==> src/rtl/vga_scan_out.sv <==
// VGA raster timing generator and pixel output stage. Publishes the scan
// position to renderers, then drives their colour and the sync pins with sync delayed to match.
module vga_scan_out #(
  parameter int CLK_DIV  = 4,
  parameter int H_ACTIVE = 640,
  parameter int H_FP     = 16,
  parameter int H_SYNC   = 96,
  parameter int H_BP     = 48,
  parameter int V_ACTIVE = 480,
  parameter int V_FP     = 10,
  parameter int V_SYNC   = 2,
  parameter int V_BP     = 33,
  parameter int PIPE_DLY = 2
) (
  input  logic        clk,
  input  logic        rst,
  output logic [9:0]  x,
  output logic [8:0]  y,
  output logic        active,
  output logic        frame_start,
  input  logic [11:0] color,
  output logic [3:0]  r,
  output logic [3:0]  g,
  output logic [3:0]  b,
  output logic        hs,
  output logic        vs
);

  localparam int H_TOTAL = H_ACTIVE + H_FP + H_SYNC + H_BP;
  localparam int V_TOTAL = V_ACTIVE + V_FP + V_SYNC + V_BP;

  localparam logic [3:0] DIV_LAST = 4'(CLK_DIV - 1);
  localparam logic [9:0] H_LAST   = 10'(H_TOTAL - 1);
  localparam logic [9:0] V_LAST   = 10'(V_TOTAL - 1);
  localparam logic [9:0] H_VIS    = 10'(H_ACTIVE);
  localparam logic [9:0] V_VIS    = 10'(V_ACTIVE);
  localparam logic [9:0] HS_FIRST = 10'(H_ACTIVE + H_FP);
  localparam logic [9:0] HS_LAST  = 10'(H_ACTIVE + H_FP + H_SYNC - 1);
  localparam logic [9:0] VS_FIRST = 10'(V_ACTIVE + V_FP);
  localparam logic [9:0] VS_LAST  = 10'(V_ACTIVE + V_FP + V_SYNC - 1);

  typedef struct packed {
    logic active;
    logic hs;
    logic vs;
  } sync_t;

  localparam sync_t SYNC_IDLE = '{active: 1'b0, hs: 1'b1, vs: 1'b1};

  logic [3:0] div;
  logic       tick;
  logic [9:0] hcnt;
  logic [9:0] vcnt;
  logic       h_last;
  logic       v_last;
  sync_t      sync_raw;
  sync_t      sync_d;

  assign tick   = (div == DIV_LAST);
  assign h_last = (hcnt == H_LAST);
  assign v_last = (vcnt == V_LAST);

  // NOTE: state registers use <= so every flop samples pre-edge values,
  // independent of the order the always_ff blocks are evaluated in.
  always_ff @(posedge clk or posedge rst) begin
    if (rst) begin
      div <= '0;
    end else if (tick) begin
      div <= '0;
    end else begin
      div <= div + 4'd1;
    end
  end

  always_ff @(posedge clk or posedge rst) begin
    if (rst) begin
      hcnt        <= '0;
      vcnt        <= '0;
      frame_start <= 1'b0;
    end else begin
      frame_start <= tick && h_last && v_last;
      if (tick) begin
        if (h_last) begin
          hcnt <= '0;
          vcnt <= v_last ? 10'd0 : vcnt + 10'd1;
        end else begin
          hcnt <= hcnt + 10'd1;
        end
      end
    end
  end

  // NOTE: every always_comb output gets a default first, so no path can
  // leave a value unassigned and infer a latch.
  always_comb begin
    active          = 1'b0;
    x               = '0;
    y               = '0;
    sync_raw        = SYNC_IDLE;
    if (hcnt < H_VIS && vcnt < V_VIS) begin
      active = 1'b1;
      x      = hcnt;
      y      = vcnt[8:0];
    end
    sync_raw.active = active;
    sync_raw.hs     = !(hcnt >= HS_FIRST && hcnt <= HS_LAST);
    sync_raw.vs     = !(vcnt >= VS_FIRST && vcnt <= VS_LAST);
  end

  // Delay line matching the renderer latency from x/y to colour.
  generate
    if (PIPE_DLY == 0) begin : g_no_dly
      assign sync_d = sync_raw;
    end else begin : g_dly
      sync_t sr [PIPE_DLY];

      // NOTE: this small register array is reset on purpose: a stale
      // active bit after reset would leak renderer colour onto the DAC.
      always_ff @(posedge clk or posedge rst) begin
        if (rst) begin
          for (int i = 0; i < PIPE_DLY; i++) sr[i] <= SYNC_IDLE;
        end else begin
          sr[0] <= sync_raw;
          for (int i = 1; i < PIPE_DLY; i++) sr[i] <= sr[i-1];
        end
      end

      assign sync_d = sr[PIPE_DLY-1];
    end
  endgenerate

  // Blanked colour must be black so the DAC holds its black level.
  always_ff @(posedge clk or posedge rst) begin
    if (rst) begin
      {r, g, b} <= 12'h000;
      hs        <= 1'b1;
      vs        <= 1'b1;
    end else begin
      {r, g, b} <= sync_d.active ? color : 12'h000;
      hs        <= sync_d.hs;
      vs        <= sync_d.vs;
    end
  end

endmodule

==> config.mk <==
export PLATFORM = sky130hd
export DESIGN_NAME = vga_scan_out
export DESIGN_NICKNAME = d
export VERILOG_FILES = /design/src/rtl/vga_scan_out.sv
export SDC_FILE = /design/constraint.sdc
export NUM_CORES = 1
export LEC_CHECK = 0
export BUFFER_PORTS_ARGS = -buffer_cell sky130_fd_sc_hd__buf_2
export CORE_ASPECT_RATIO = 2
export CORE_MARGIN = 1
export CORE_UTILIZATION = 39
export DETAILED_ROUTE_END_ITERATION = 8
export SLEW_MARGIN = 0
export SYNTH_ARGS = -nofsm -noshare
export SYNTH_HDL_FRONTEND = slang
export SYNTH_SLANG_ARGS = --single-unit
==> constraint.sdc <==
create_clock -name clk -period 2 [get_ports clk]
set_input_delay 0.2 -clock clk [delete_from_list [all_inputs] [get_ports clk]]
set_output_delay 0.2 -clock clk [all_outputs]
set_load 0.005 [all_outputs]
==> reports/results.ini, run 1 <==
[route]
dr.pass1.iters=4
drcViolationCount=0
via_count=1560
detail_route.iter0.violations=27
totalWireLength_mm=4.23
ant_nets=0
routed_via_density=5.18
drt-wirelength-per-cell_um=14.1

[finish]
area_growth_pct=24.4
layout_common_cells=buf_2, dfrtp_1, and2_1
fin_cells=301
final_common_cell=buf_2
n_antenna_cell=0
drive_above_1_share_pct=32.0
finish.utilization_pct=51.3
final_cell_area_sq_mm=0.00254
layout.nets=262

[global_route]
track_usage_pct=16.5
grt_max_degree=18
grt_pass1_wl_mm=6.89
grt_pass1_vias=1514
antenna_found_initial=0
overflow=0

[floorplan]
dieWidth_um=53.2
io_pins=49
start_util_pct=41.2
core_area_sq_mm=0.00495
design.die.area_sq_mm=0.00555
chipHeight_um=104
fp-row-count=36

[outcome]
outcome=complete, no violations

[cts]
cts_tree=yes
clock_latency_ps=290
cts_setup_buffers=0
cts_buffers=5
h-tree-depth=2
max-clock-path-buffers=2
clkSinkCount=45
root_buffer=clkbuf_8
clk_pin_slew_ps=90

[timing]
relSlewSlack_pct=59.2
hold_violations=0
worst_hold_slack_ps=109
tightest_slew_ps=608
finalCritPeriodShare_pct=91.0
timing.fmax_mhz=549
finalCriticalPeriod_ps=1820
setup_ws_ps=179
fin_worst_skew_ps=8.20
slew_violations=0
rsz0062_at_grt=false
finalSetupTns_ps=0
setup-violations-final=0

[placed_design]
pre_cts_ws_ps=249
placed_area_sq_mm=0.00239
port-buffer-count=48
place_inst=292
dpl.hpwl_mm=3.18
globalplace.congestion=0.794

[setup_path]
worst_ep_arrival_time_ps=1620
cp_cell_sequence=and4_1 > nor3_2 > buf_4 > and2_1 > buf_2
critical_path_buf_inv_count=2
rrSetupSlack_ps=260
crit_family=simple AND/OR/NAND/NOR gates
cpMaxStageDelayCell=dfrtp_1
cp_max_fo=11
cp-end-kind=output pin
required_ps=1800
worstSetupStartpointType=flip-flop
cp_slowest_stage_delay_ps=440
worstSetupPathType=reg -> out

[power_and_ir_drop]
totalPowerFinal_mw=1.80
p_leak_nw=1.16
peakVddDrop_mv=0.545
powerDensity_mw_per_mm2=708

[job]
maxCapViolations=0

[yosys]
synth_cell_types=36
seq_area_frac_synth_pct=55.5
ys_ff_latch=45
synth_area_sq_mm=0.00204
syn-num-nets=204
syn_inst=185
synth_warnings=0
syn_avg_cell_area_sq_um=11.0

[min_path]
hold_path_class=in -> reg

==> registers in the layout (all words and copies together), names as in the netlist <==
register     cells
g                4
r                4
vcnt            10
b                4
g_dly.sr         6
frame_start      1
vs               1
div              4
hcnt            10
hs               1
==> area by class of cell <==
type	count	area, sq um
sequential	45	1130
clock buffer	5	68.8
fill	485	2410
multi-input combinational	124	842
clock inverter	3	68.8
tap	57	71.3
timing repair buffer	59	325
inverter	8	30.0
==> worst reg2reg max path, delay by kind of cell, from the launching register on <==
family,cells,cell delay [ps]
AOI/OAI and AO/OA,1,300
adders and majority gates,1,190
DFF,1,370
and+or+nand+nor,3,790
==> cell usage after synthesis <==
| cell | instances | area, sq um |
|---|---|---|
| nor2_4 | 1 | 11.3 |
| and4b_4 | 1 | 13.8 |
| nand3b_1 | 1 | 7.51 |
| nor4bb_1 | 1 | 10.0 |
| buf_2 | 3 | 15.0 |
| or4_1 | 2 | 15.0 |
| and3_1 | 3 | 18.8 |
| nor4_1 | 6 | 37.5 |
| nand4_1 | 6 | 37.5 |
| xor2_1 | 2 | 17.5 |
| clkbuf_1 | 3 | 11.3 |
| o21ai_1 | 1 | 5.00 |
| nand4_4 | 1 | 21.3 |
| nand3_1 | 10 | 50.1 |
| or3_1 | 1 | 6.26 |
| nor4b_1 | 1 | 8.76 |
| o41ai_1 | 1 | 8.76 |
| dfstp_2 | 6 | 158 |
| nor2_1 | 8 | 30.0 |
| a21oi_1 | 4 | 20.0 |
| o21ai_0 | 8 | 40.0 |
| a22o_1 | 3 | 26.3 |
| inv_1 | 8 | 30.0 |
| xnor2_1 | 8 | 70.1 |
| nor3b_4 | 1 | 18.8 |
| and4_1 | 5 | 43.8 |
| o311ai_0 | 1 | 8.76 |
| buf_4 | 2 | 15.0 |
| or4b_2 | 1 | 10.0 |
| nand2_1 | 9 | 33.8 |
| nor3_1 | 3 | 15.0 |
| o21a_1 | 1 | 7.51 |
| dfrtp_1 | 39 | 976 |
| nor2b_1 | 2 | 12.5 |
| ha_1 | 5 | 62.6 |
| and2_1 | 27 | 169 |
==> routing by layer <==
layer / global-route usage [%] / share of wire (%) / up-vias
li1: - / - / 756
met3: 3.51 / 5.5 / 10
met5: 0 / 0 / -
met4: 7.14 / 2.4 / 0
met1: 18.1 / 39 / 743
met2: 28.8 / 53 / 51
==> where the power goes <==
part / internal (mW) / switching, mW / leakage [nW]
logic: 0.0268 / 0.0290 / 0.540
registers: 0.922 / 0.00230 / 0.555
clock network: 0.503 / 0.316 / 0.0687
total: 1.45 / 0.347 / 1.16
==> kinds of logic (layout without fill, tap and decap cells) <==
family	Yosys count	after routing	synth area share (%)
flops	45	45	55.5
fa+ha+maj	5	5	3.06
buf+inv	16	75	3.49
xor+xnor	10	10	4.29
compound gates	19	19	5.70
simple gates	90	90	27.9
==> worst paths after layout <==
check                              end  cells past startpoint        start
setup / recovery                  y[6]                      5      vcnt[7]
hold / removal                    r[2]                      2    color[10]
setup reg to reg               vcnt[9]                      5       div[0]
hold reg to reg            g_dly.sr[2]                      0  g_dly.sr[5]
max in group asynchronous  g_dly.sr[1]                      4          rst
min in group asynchronous      vcnt[2]                      3          rst
==> what timing repair did <==
item / CTS / global route
hold buffers: 1 / 0
resized for setup: 0 / 1
endpoints found under the setup margin: 0 / 5
endpoints found under the hold margin: 13 / 0
(Power assumes the default switching activity.)
==> run 2: changes to the inputs <==
--- a/config.mk
+++ b/config.mk
@@ -5,6 +5,7 @@
 export SDC_FILE = /design/constraint.sdc
 export NUM_CORES = 1
 export LEC_CHECK = 0
+export ABC_AREA = 1
 export BUFFER_PORTS_ARGS = -buffer_cell sky130_fd_sc_hd__buf_2
 export CORE_ASPECT_RATIO = 2
 export CORE_MARGIN = 1
==> run 2 against run 1 <==
Compared with the run above:
- flip-flop and latch count is the same
- count of clock-buffer cells in the layout up 2
- register-to-register slack improved by 200 ps
- setup slack gained 21 ps
- non-clock buffer count is 7 lower
- global-route usage rose by 1.5 points
- core utilization is 3.1 points lower
- cell area grew 2.8%
- combinational power up 8.4%
- sequential power is essentially flat
- sequential share of layout area decreased by 1.2 points
==> reports/results.ini, run 2 <==
[job]
maxCapViolations=0  ; unchanged

[finish]
area_growth_pct=19.1
final_common_cell=nand2_1
drive_above_1_share_pct=25.7  ; -6.2 points
largestRegisters=hcnt (10), vcnt (10), g_dly.sr (6)
n_fill_cell=565  ; +16%
layout.nets=329  ; +26%
final_cell_area_sq_mm=0.00261  ; +2.8%
n_antenna_cell=0  ; unchanged
layout_common_cells=nand2_1, buf_2, inv_1

[yosys]
synth_edf_count=0  ; unchanged
synth_area_sq_mm=0.00219  ; +7.4%
synth_area_leader_cell=dfrtp_1
synth_warnings=0  ; unchanged
syn_inst=256  ; +38%
synth_cell_types=27  ; -25%
synth_most_common_cell=nand2_1
ys_ff_latch=45  ; unchanged
async_flop_share_pct=100  ; unchanged
ys.flop_type=dfrtp_1
syn_avg_cell_area_sq_um=8.57  ; -22%
synth_top_area_share_pct=44.5  ; -3.3 points
yosys-top-cells-area=dfrtp_1, nand2_1, inv_1
seq_area_frac_synth_pct=51.7  ; -3.8 points
syn-num-nets=275  ; +35%
netlist_top_cells_count=nand2_1, inv_1, dfrtp_1

[setup_path]
cp_max_fo=19  ; +8
cp_cell_sequence=nand3_1 > nand3_1 > nor2_2 > inv_4 > nor2_1 > buf_2
r2r_cells=7  ; +2
path_common_cell=nand3_1
worstSetupStartpointType=flip-flop
cp-end-kind=output pin
worst_ep_arrival_time_ps=1600  ; -20 ps
cpMaxStageDelayCell=dfrtp_1
cp_slowest_stage_delay_ps=490  ; +50 ps
required_ps=1800  ; about the same
worstSetupPathType=reg -> out
rrSetupSlack_ps=460  ; +200 ps
reg2reg_from=vcnt[0]
r2r-end=vcnt[1]

[min_path]
hold_end=b[1]
hp-start=color[1]
hold_path_class=in -> reg
min_delay_path_depth=3  ; +1

[timing]
hold_violations=0  ; unchanged
finalSetupTns_ps=0  ; unchanged
fin_worst_skew_ps=3.95  ; -4.26 ps
slew_violations=0  ; unchanged
rsz0062_at_grt=false
finalCriticalPeriod_ps=1800  ; -21.2 ps
tightest_slew_ps=611  ; +3.33 ps
setup-violations-final=0  ; unchanged
timing.fmax_mhz=556  ; +1.2%
finalCritPeriodShare_pct=90.0  ; -1.1 points
relSlewSlack_pct=59.0  ; -0.22 points

[power_and_ir_drop]
p_int_mw=1.26  ; -13%
swShare_pct=20.5  ; +1.2 points
totalPowerFinal_mw=1.59  ; -12%
powerDensity_mw_per_mm2=607  ; -14%
clockPowerShare_pct=37.9  ; -7.6 points
pwr-share-seq_pct=58.3  ; +6.9 points
peakVddDrop_mv=0.494  ; -9.4%
p_leak_nw=1.40  ; +21%
p_comb_share_pct=3.8  ; +0.7 points
netSwitchingPower_mw=0.324  ; -6.5%

[route]
via_count=1775  ; +14%
drcViolationCount=0  ; unchanged
totalWireLength_mm=4.62  ; +9.3%
detail_route.iter0.violations=30  ; +11%
drt-wirelength-per-cell_um=12.5  ; -11%
ant_nets=0  ; unchanged
routed_via_density=4.78  ; -7.7%
dr.pass1.iters=4  ; unchanged

[cts]
clkSinkCount=45  ; unchanged
h-tree-depth=2  ; unchanged
clock_latency_ps=290  ; about the same
max-clock-path-buffers=2  ; unchanged
clk_pin_slew_ps=80  ; about the same
cts_buffers=5  ; unchanged
cts_tree=yes
root_buffer=clkbuf_8

[floorplan]
dieWidth_um=55.0  ; +3.5%
chipHeight_um=108  ; +3.6%
fp-row-count=38  ; +5.6%
design.die.area_sq_mm=0.00595  ; +7.2%
start_util_pct=40.5  ; -0.75 points
core_area_sq_mm=0.00542  ; +9.4%
io_pins=49  ; unchanged

[placed_design]
globalplace.congestion=0.839  ; +5.7%
placed_area_sq_mm=0.00250  ; +4.6%
port-buffer-count=48  ; unchanged
dpl.hpwl_mm=3.60  ; +13%

[global_route]
grt_pass1_vias=1794  ; +18%
overflow=0  ; unchanged
grt_max_degree=21  ; +3
antenna_found_initial=0  ; unchanged
grt_pass1_wl_mm=7.74  ; +12%
track_usage_pct=18.0  ; +1.5 points

[outcome]
outcome=complete, no violations

run 2: changes by cell type after synthesis, sizes merged, moves of 5 or more:
cell and delta:
and2 -27, and4 -5, inv +39, nand2 +44, nand3 +11, nor2 +32
nor4 -5, xnor2 -8, xor2 +7
run 2: stage by stage:
stage               setup WS (ps)  cells  hold slack, ps  util (%)
floorplan                     671    256             304         -
global placement              422    362             223      46.1
detailed placement            434    362             224      46.1
CTS                           113    371            87.8      48.1
global route                 44.7    371            89.2      48.2
finish                        201    371            94.3      48.2
run 2: cell families (layout without fill, tap and decap cells):
| kind of cell | after synthesis | in the layout | share of synthesized area, % |
|---|---|---|---|
| xor gates and xnor gates | 9 | 9 | 3.59 |
| adders and majority gates | 5 | 5 | 2.85 |
| buffers and inverters | 52 | 107 | 10.2 |
| DFF | 45 | 45 | 51.7 |
| AOI/OAI and AO/OA | 14 | 14 | 3.42 |
| and+or+nand+nor | 131 | 131 | 28.3 |
run 2: repair_timing:
action / CTS / global route
setup endpoints to repair: 0 / 3
hold buffers: 1 / 0
gates resized for setup: 0 / 2
setup buffers: 0 / 0
hold endpoints to repair: 10 / 0
run 2: how the worst max path moves through the flow:
stage,from,end,cells after the start
3_5_place_dp,vcnt[7],x[9],6
3_3_place_gp,hcnt[7],x[9],6
5_1_grt,hcnt[7],x[9],6
4_1_cts,vcnt[7],x[9],6
2_1_floorplan,hcnt[7],x[0],7
6_report,hcnt[7],x[9],6
run 2: area by class of cell:
type                    count  area [sq um]  area share, %
clock buffers               7          96.3           3.69
repair buffers             52           285           10.9
flip-flops and latches     45          1130           43.4
clock inverters             1          5.00          0.192
inverters                  47           179           6.85
well taps                  60          75.1           2.87
multi-input cells         159           837           32.1
run 2: routing by layer:
metal | up-vias | track usage [%] | wire length [um]
met3 | 7 | 3.09 | 169
met1 | 831 | 16.8 | 1640
li1 | 891 | - | -
met2 | 46 | 35.2 | 2730
met4 | 0 | 6.79 | 82
met5 | - | 0 | 0
run 2: power by group through the flow:
stage	Combinational, mW	Clock [mW]	Sequential [mW]
6_report	0.0606	0.601	0.924
5_1_grt	0.0735	0.649	0.927
4_1_cts	0.0634	0.620	0.925
3_5_place_dp	0.0617	0	0.942
3_3_place_gp	0.0613	0	0.942
2_1_floorplan	0.0221	0	0.945
run 2: critical path, delay by kind of cell (launching register included):
kind | cells | cell delay, ps
buffers and inverters | 2 | 260
DFF | 1 | 490
and+or+nand+nor | 4 | 550
